===== config.mk =====
export PLATFORM = sky130hd
export DESIGN_NAME = tl_phase_scheduler
export DESIGN_NICKNAME = d
export VERILOG_FILES = /design/src/rtl/tl_phase_scheduler_pkg.sv /design/src/rtl/tl_tick_gen.sv /design/src/rtl/tl_phase_scheduler.sv
export SDC_FILE = /design/constraint.sdc
export NUM_CORES = 1
export LEC_CHECK = 0
export ABC_AREA = 1
export BUFFER_PORTS_ARGS = -buffer_cell sky130_fd_sc_hd__buf_2
export CAP_MARGIN = 30
export CORE_MARGIN = 5
export CORE_UTILIZATION = 55
export CTS_CLUSTER_DIAMETER = 40
export DETAILED_ROUTE_END_ITERATION = 10
export PLACE_DENSITY = 0.83
export SLEW_MARGIN = 20
export SYNTH_ARGS = -nofsm -noshare
export SYNTH_HDL_FRONTEND = slang
export SYNTH_SLANG_ARGS = --single-unit

===== constraint.sdc =====
create_clock -name clk -period 3.5 [get_ports clk]
set_input_delay 0.35 -clock clk [delete_from_list [all_inputs] [get_ports clk]]
set_output_delay 0.35 -clock clk [all_outputs]
set_load 0.01 [all_outputs]

===== src/rtl/tl_phase_scheduler_pkg.sv =====
// Shared definitions for the intersection scheduler: light colours, phase
// encodings, the registered display record and the BCD helpers.
package tl_phase_scheduler_pkg;

  localparam logic [2:0] GREEN  = 3'b100;
  localparam logic [2:0] YELLOW = 3'b010;
  localparam logic [2:0] RED    = 3'b001;

  localparam logic [1:0] PH_HG = 2'd0;
  localparam logic [1:0] PH_HY = 2'd1;
  localparam logic [1:0] PH_CG = 2'd2;
  localparam logic [1:0] PH_CY = 2'd3;

  typedef struct packed {
    logic [2:0] color_h;
    logic [2:0] color_cr;
    logic [7:0] count_h;
    logic [7:0] count_cr;
  } disp_t;

  // Values above 99 clamp so the two-digit display never shows garbage.
  function automatic logic [7:0] bin2bcd8(input logic [7:0] v);
    logic [7:0] t;
    t = (v > 8'd99) ? 8'd99 : v;
    return {4'(t / 8'd10), 4'(t % 8'd10)};
  endfunction

  function automatic logic [7:0] sat_add99(input logic [7:0] a, input logic [7:0] b);
    logic [8:0] s;
    s = {1'b0, a} + {1'b0, b};
    return (s > 9'd99) ? 8'd99 : s[7:0];
  endfunction

  // The waiting road shows its own time plus the other road's yellow.
  function automatic disp_t disp_of(input logic [1:0] st, input logic [7:0] rem,
                                    input logic [7:0] t_yellow);
    disp_t d;
    d.color_h  = RED;
    d.color_cr = RED;
    d.count_h  = bin2bcd8(rem);
    d.count_cr = bin2bcd8(rem);
    case (st)
      PH_HG: begin
        d.color_h  = GREEN;
        d.count_cr = bin2bcd8(sat_add99(rem, t_yellow));
      end
      PH_HY: d.color_h = YELLOW;
      PH_CG: begin
        d.color_cr = GREEN;
        d.count_h  = bin2bcd8(sat_add99(rem, t_yellow));
      end
      default: d.color_cr = YELLOW;
    endcase
    return d;
  endfunction

endpackage


===== src/rtl/tl_tick_gen.sv =====
// One-second prescaler: emits a registered single-cycle pulse every TICK_DIV
// clocks, in the cycle after the counter reaches its last value.
module tl_tick_gen #(
  parameter int unsigned TICK_DIV = 50_000_000
) (
  input  logic clk,
  input  logic rst,
  output logic tick
);

  localparam int unsigned PW = (TICK_DIV > 1) ? $clog2(TICK_DIV) : 1;
  localparam logic [PW-1:0] LAST = PW'(TICK_DIV - 1);

  logic [PW-1:0] r_pre;
  logic          r_tick;

  // NOTE: sequential state uses non-blocking assignments so every flop samples
  // pre-edge values regardless of statement order.
  always_ff @(posedge clk) begin
    if (rst) begin
      r_pre  <= '0;
      r_tick <= 1'b0;
    end else begin
      r_tick <= (r_pre == LAST);
      r_pre  <= (r_pre == LAST) ? '0 : r_pre + PW'(1);
    end
  end

  assign tick = r_tick;

endmodule


===== src/rtl/tl_phase_scheduler.sv =====
// Highway / country-road light scheduler: one state register drives both roads,
// so conflicting greens are impossible by construction.
module tl_phase_scheduler
  import tl_phase_scheduler_pkg::*;
#(
  parameter int unsigned TICK_DIV   = 50_000_000,
  parameter logic [7:0]  T_GREEN    = 8'd30,
  parameter logic [7:0]  T_YELLOW   = 8'd5,
  parameter logic [7:0]  T_CR_GREEN = 8'd20
) (
  input  logic       clk,
  input  logic       rst,
  input  logic       car_detected,
  output logic [2:0] color_h,
  output logic [2:0] color_cr,
  output logic [7:0] count_h,
  output logic [7:0] count_cr,
  output logic [1:0] phase,
  output logic       tick
);

  logic       w_tick;
  logic       r_car_meta, r_car_s;
  logic [1:0] r_state, w_state_nxt;
  logic [7:0] r_rem, w_rem_nxt;
  disp_t      r_disp;

  tl_tick_gen #(.TICK_DIV(TICK_DIV)) u_tick_gen (
    .clk  (clk),
    .rst  (rst),
    .tick (w_tick)
  );

  // NOTE: next-state logic assigns defaults first so no path leaves a signal
  // unassigned, which would otherwise infer a latch.
  always_comb begin
    w_state_nxt = r_state;
    w_rem_nxt   = r_rem;
    if (w_tick) begin
      if (r_state == PH_CG && !r_car_s) begin
        w_state_nxt = PH_CY;
        w_rem_nxt   = T_YELLOW;
      end else if (r_rem > 8'd1) begin
        w_rem_nxt = r_rem - 8'd1;
      end else begin
        case (r_state)
          PH_HG: begin
            // Minimum green served; without a car, park at 00 until one shows.
            if (r_car_s) begin
              w_state_nxt = PH_HY;
              w_rem_nxt   = T_YELLOW;
            end else begin
              w_rem_nxt = 8'd0;
            end
          end
          PH_HY: begin
            w_state_nxt = PH_CG;
            w_rem_nxt   = T_CR_GREEN;
          end
          PH_CG: begin
            w_state_nxt = PH_CY;
            w_rem_nxt   = T_YELLOW;
          end
          default: begin
            w_state_nxt = PH_HG;
            w_rem_nxt   = T_GREEN;
          end
        endcase
      end
    end
  end

  // Display registers load from the next state so counts never lag the timer.
  always_ff @(posedge clk) begin
    if (rst) begin
      r_car_meta <= 1'b0;
      r_car_s    <= 1'b0;
      r_state    <= PH_HG;
      r_rem      <= T_GREEN;
      r_disp     <= disp_of(PH_HG, T_GREEN, T_YELLOW);
    end else begin
      r_car_meta <= car_detected;
      r_car_s    <= r_car_meta;
      r_state    <= w_state_nxt;
      r_rem      <= w_rem_nxt;
      r_disp     <= disp_of(w_state_nxt, w_rem_nxt, T_YELLOW);
    end
  end

  assign color_h  = r_disp.color_h;
  assign color_cr = r_disp.color_cr;
  assign count_h  = r_disp.count_h;
  assign count_cr = r_disp.count_cr;
  assign phase    = r_state;
  assign tick     = w_tick;

endmodule


; Word level (Yosys, flattened, before mapping)
; Cells that the tools add are included.
[word_totals]
reg_bits = 61
input_bits = 3
output_inout_bits = 25
elab_cells = 49
[op_classes]
addsub = 3
n_div = 4
order_cmp = 4
eq_ne = 5
muxes = 17
n_reduce_logical = 6
[ops]
columns = cell, count
row1 = $mux 8, 8
row2 = $add 26x1->26 const B, 1
row3 = $eq 26x26->1 const B, 1
row4 = $pmux 8 s3, 1
row5 = $div 8x4->8 const B, 2
row6 = $gt 8x7->1 const B, 2
row7 = $mod 8x4->8 const B, 2
row8 = $pmux 3 s2, 2
row9 = $add 8x3->9 const B, 1
row10 = $gt 9x7->1 const B, 1
row11 = $gt 8x1->1 const B, 1
row12 = $mux 2, 4
row13 = $sub 8x1->8 const B, 1
row14 = $pmux 2 s3, 1
row15 = $eq 2x1->1 const B, 2
row16 = $eq 2x2->1 const B, 2
row17 = $logic_not 2->1, 2
row18 = $reduce_or 2->1, 2
row19 = $mux 3, 1
row20 = $logic_and 1x1->1, 1
row21 = $logic_not 1->1, 1

; Logic depth before layout (Yosys ltp)
[depth]
depth_word = 12
ltp_mapped = 38
depth_no_buf = 38

; Modules after synthesis
; A second synthesis with hierarchy kept.
[unflattened]
cells_unflattened = 625
hier_area_um2 = 4175.3
[by_module_without_submodules]
columns = mod, instances, cells_each, area_each_um2
row1 = tl_phase_scheduler, 1, 401, 2665.1
row2 = tl_tick_gen, 1, 224, 1510.2

; Least setup slack after synthesis
; No wires, ideal clock.
[synth_path]
path_kind = flip-flop to flip-flop
startpoint = register r_rem[0]
endpoint = register r_disp, in the netlist count_h[3]
setup_time_ns = 0.109
arrival_ns = 3.285
slack_ns = 0.106
path_stages_with_launch = 34
n_path_buf = 0
path_cell_list = dfxtp_1 inv_1 ha_1 inv_2 nand2_1 nand2_2 nor2_4 a21oi_1 nand2_1 nand2_4 ha_1 inv_1 nand2_2 nand3_1 nand2_1 o21ai_4 nand2_4 nor2_4 nand2_2 nand2_4 nand2_1 o21ai_1 nand2_1 nand2_2 nand2_1 nand2_1 inv_1 ha_1 nand3_1 nand2_1 nand2_2 nand3_1 nand2_1 inv_1
[synth_via]
elab_chain_cells = 11
elab_cells_between_ends = 19
[synth_rtl]
columns = element, line_no
row1 = from (decl), tl_phase_scheduler.sv:25  ; logic [7:0] r_rem, w_rem_nxt;
row2 = from (signal assigned), tl_phase_scheduler.sv:85  ; r_rem <= w_rem_nxt;
row3 = $sub 8x1->8 / $gt 8x1->1 (equally long branches), "tl_phase_scheduler.sv:44, tl_phase_scheduler.sv:43"
row4 = $mux 8 *, tl_phase_scheduler.sv:43  ; end else if (r_rem > 8'd1) begin
row5 = $mux 8 *, tl_phase_scheduler.sv:40  ; if (r_state == PH_CG && !r_car_s) begin
row6 = $mux 8 *, tl_phase_scheduler.sv:39  ; if (w_tick) begin
row7 = net w_rem_nxt[1], tl_phase_scheduler.sv:25
row8 = $add 8x3->9, tl_phase_scheduler_pkg.sv:30  ; s = {1'b0, a} + {1'b0, b};
row9 = $gt 9x7->1, tl_phase_scheduler_pkg.sv:31  ; return (s > 9'd99) ? 8'd99 : s[7:0];
row10 = $mux 8, tl_phase_scheduler_pkg.sv:31
row11 = $gt 8x7->1, tl_phase_scheduler_pkg.sv:24  ; t = (v > 8'd99) ? 8'd99 : v;
row12 = $mux 8, tl_phase_scheduler_pkg.sv:24
row13 = $mod 8x4->8, tl_phase_scheduler_pkg.sv:25  ; return {4'(t / 8'd10), 4'(t % 8'd10)};
row14 = $mux 8 *, tl_phase_scheduler_pkg.sv:42  ; case (st)
row15 = to (signal assigned), tl_phase_scheduler.sv:80  ; r_disp <= disp_of(PH_HG, T_GREEN, T_YELLOW);
row16 = to (signal assigned), tl_phase_scheduler.sv:86  ; r_disp <= disp_of(w_state_nxt, w_rem_nxt, T_YELLOW);
row17 = to (decl), tl_phase_scheduler.sv:26  ; disp_t r_disp;
; Mark *: on every way through the listed nets, which the timed path passes. The rest lies on a longest branch.
; A chain may end at the register's enable or synchronous reset.

; Worst setup path in the final report
[layout_path]
startpoint = register r_rem[0]
endpoint = register r_disp, in the netlist count_cr[3]
; Same word-level chain as after synthesis.

==> results.sh <==
export IMPL_cpPeakStageDelay_ns=0.37
export IMPL_post_route_period_util=1.07
export IMPL_cp_start_kind="register"
export IMPL_drt_vias_per_instance=5.55
export IMPL_worstMarginPinSlew_ns=0.854
export IMPL_core_area_um2=6830
export IMPL_synth_flop_cell="dfxtp_1"
export IMPL_synth_fp_nets=590
export IMPL_crit_buf_inv=4
export IMPL_synth_common_cells="134 x nand2_1, 96 x inv_1, 64 x nor2_1"
export IMPL_cts_tree="built"
export IMPL_crit_arrival_ns=3.98
export IMPL_dp_slack_ns=-0.0902
export IMPL_cp_required_ns=3.74
export IMPL_setup_tns_final_ns=-1.52
export IMPL_status="complete, but fails checks"
export IMPL_finalPower_mw=1.44
export IMPL_h_tree_depth=3
export IMPL_hold_violations=0
export IMPL_root_buffer="clkbuf_8"
export IMPL_dpl_hpwl_um=6470
export IMPL_clockPowerShare=0.499
export IMPL_start_util=0.566
export IMPL_first_pass_iters=6
export IMPL_sequentialPowerShare=0.486
export IMPL_die_area_um2=8800
export IMPL_rr_endpoint="count_cr[3]"
export IMPL_place_area_um2=4160
export IMPL_violations="negative setup slack"
export IMPL_cp_depth=33
export IMPL_worstSetupPathType="reg -> reg"
export IMPL_rsz0062_at_grt="true"
export IMPL_fin_crit_ns=3.74
export IMPL_gr_total_overflow=0
export IMPL_cts_sinks=61
export IMPL_drt_total_wl_um=11200
export IMPL_grt_pass1_wl_um=15400
export IMPL_first_global_vias=3528
export IMPL_antenna_found_initial=0
export IMPL_grt_max_degree=27
export IMPL_clockBufferDepth=2
export IMPL_post_route_util=0.721
export IMPL_die_x_um=93.8
export IMPL_internal_power_mw=1.12
export IMPL_async_reset_ff_frac=0
export IMPL_synth_warnings=0
export IMPL_clk_insertion_delay_late_ns=0.36
export IMPL_synth_edf_count=0
export IMPL_setup_ws_ns=-0.237
export IMPL_slew_violations=0
export IMPL_combPwrFrac=0.015
export IMPL_area_delta_synth_final_pct=27.4
export IMPL_rr_startpoint="r_rem[0]"
export IMPL_clk_pin_slew_ns=0.08
export IMPL_crit_start="r_rem[0]"
export IMPL_fp_row_count=30
export IMPL_drv_cap=0
export IMPL_final_layout_size_suffix_gt1_frac=0.340
export IMPL_slew_headroom=0.429
export IMPL_p_leak_nw=2.31
export IMPL_final_cell_area_um2=4920
export IMPL_detail_route_antenna_nets=0
export IMPL_layout_nets=659
export IMPL_io_buffers=27
export IMPL_wl_per_cell_um=15.1
export IMPL_r2r_setup_slack_ns=-0.24
export IMPL_yosysSeqAreaShare=0.316
export IMPL_irDropWorstVdd_mv=0.262
export IMPL_whs_ns=0.207
export IMPL_final_cells=746
export IMPL_worstPathMaxFanout=6
export IMPL_die_h_um=93.8
export IMPL_synthMostInstantiatedCell="nand2_1"
export IMPL_numCtsBuffers=9
export IMPL_place_inst=702
export IMPL_path_delay_family="simple AND/OR/NAND/NOR gates"
export IMPL_crit_slowest_cell="dfxtp_4"
export IMPL_setup_viol=8
export IMPL_syn_mean_instance_area_um2=6.71
export IMPL_power_density_nw_per_um2=292
export IMPL_gp_congestion=0.866
export IMPL_switchingPower_uw=320
export IMPL_synth_area_leaders="dfxtp_1 32%, nand2_1 13%, inv_1 9.3%, nor2_1 6.2%, nand3_1 6.1%"
export IMPL_syn_inst=576
export IMPL_syn_area_um2=3860
export IMPL_crit_path_frequent_cell="nand2_4"
export IMPL_synth_largest_area_cell="dfxtp_1"
export IMPL_fill_cells=492
export IMPL_synth_top_cell_area_share=0.316
export IMPL_grt_usage=0.215
export IMPL_hold_path_class="in -> reg"
export IMPL_drt_iter0_drc=390
export IMPL_worst_r2r_path_depth=33
export IMPL_antenna_cells=0
export IMPL_fmax_mhz=268
export IMPL_skew_ns=0.0121
export IMPL_drc_errors=0
export IMPL_vias=4142
export IMPL_cp_end_kind="register"
export IMPL_p_sw_frac=0.222
export IMPL_ios=28
export IMPL_ys_types=45
export IMPL_crit_end="count_cr[3]"
export IMPL_synth_seq_cells=61
[worst min path at each step]
stage,cells past startpoint,from,end,slack (ns)
floorplan,2,r_car_meta,r_car_s,0.39
global placement,2,r_car_meta,r_car_s,0.39
detailed placement,2,r_car_meta,r_car_s,0.40
CTS,3,car_detected,r_car_meta,0.21
global route,3,car_detected,r_car_meta,0.24
finish,3,car_detected,r_car_meta,0.21
[cells in the final DEF (no fill, tap or decap), drive strengths merged, types with 8 or more instances in the layout]
cell,count
nor3,14
clkbuf,11
nand4,8
a21oi,12
ha,11
o21ai,15
buf,63
dfxtp,61
nor3b,10
nand3,54
inv,104
nor2,76
nand2,174
[cell type report]
class / count / area [um^2] / share of cell area
multi-input cells: 403 / 2520 / 0.512
flip-flops and latches: 61 / 1230 / 0.249
repair buffers: 64 / 423 / 0.0859
inverters: 106 / 407 / 0.0826
clock buffers: 10 / 138 / 0.0280
well taps: 96 / 120 / 0.0244
clock inverters: 6 / 86.3 / 0.0175
[kinds of logic after synthesis]
kind of cell / after synthesis / synth area share
buffers and inverters: 112 / 0.110
xor gates and xnor gates: 6 / 0.0136
AOI/OAI and AO/OA: 41 / 0.0686
adders and majority gates: 11 / 0.0356
DFF: 61 / 0.316
and+or+nand+nor: 345 / 0.456
[power by group through the flow]
stage / logic, mW / registers, mW / clock network, mW
after global routing: 0.0234 / 0.699 / 0.754
after detailed placement: 0.0204 / 0.716 / 0
after global placement: 0.0200 / 0.716 / 0
after CTS: 0.0205 / 0.700 / 0.714
after floorplan: 0.0154 / 0.716 / 0
final: 0.0216 / 0.699 / 0.719
[sequential cells by signal (all words and copies together) (netlist names)]
register and cells:
u_tick_gen.r_pre 26, color_cr 3, count_h 8, r_car_s 1, r_car_meta 1, u_tick_gen.tick 1, color_h 3, phase 2
r_rem 8, count_cr 8
[worst reg2reg max path, delay by kind of cell (launching register included)]
kind / cells / cell delay, ns
AOI/OAI and AO/OA: 2 / 0.37
adders and majority gates: 3 / 0.48
buffers and inverters: 4 / 0.21
DFF: 1 / 0.37
and+or+nand+nor: 24 / 2.21
[routing by layer]
metal  up-vias  global-route usage  part of all wire  wire length (um)
met2       244               0.365              0.47              5340
li1       1940                   -                 -                 -
met3        65              0.0473             0.081               912
met1      1893               0.263              0.40              4520
met4         0              0.0818             0.042               478
met5         -                   0                 0                 0
[timing repair]
item | CTS | global route
pin swaps | 17 | 41
buffers inserted | 8 | 20
resized for setup | 25 | 65
hold endpoints to repair | 0 | 0
setup endpoints to repair | 5 | 8
hold buffers | 0 | 0
No activity file was read; power rests on OpenSTA's default activity.
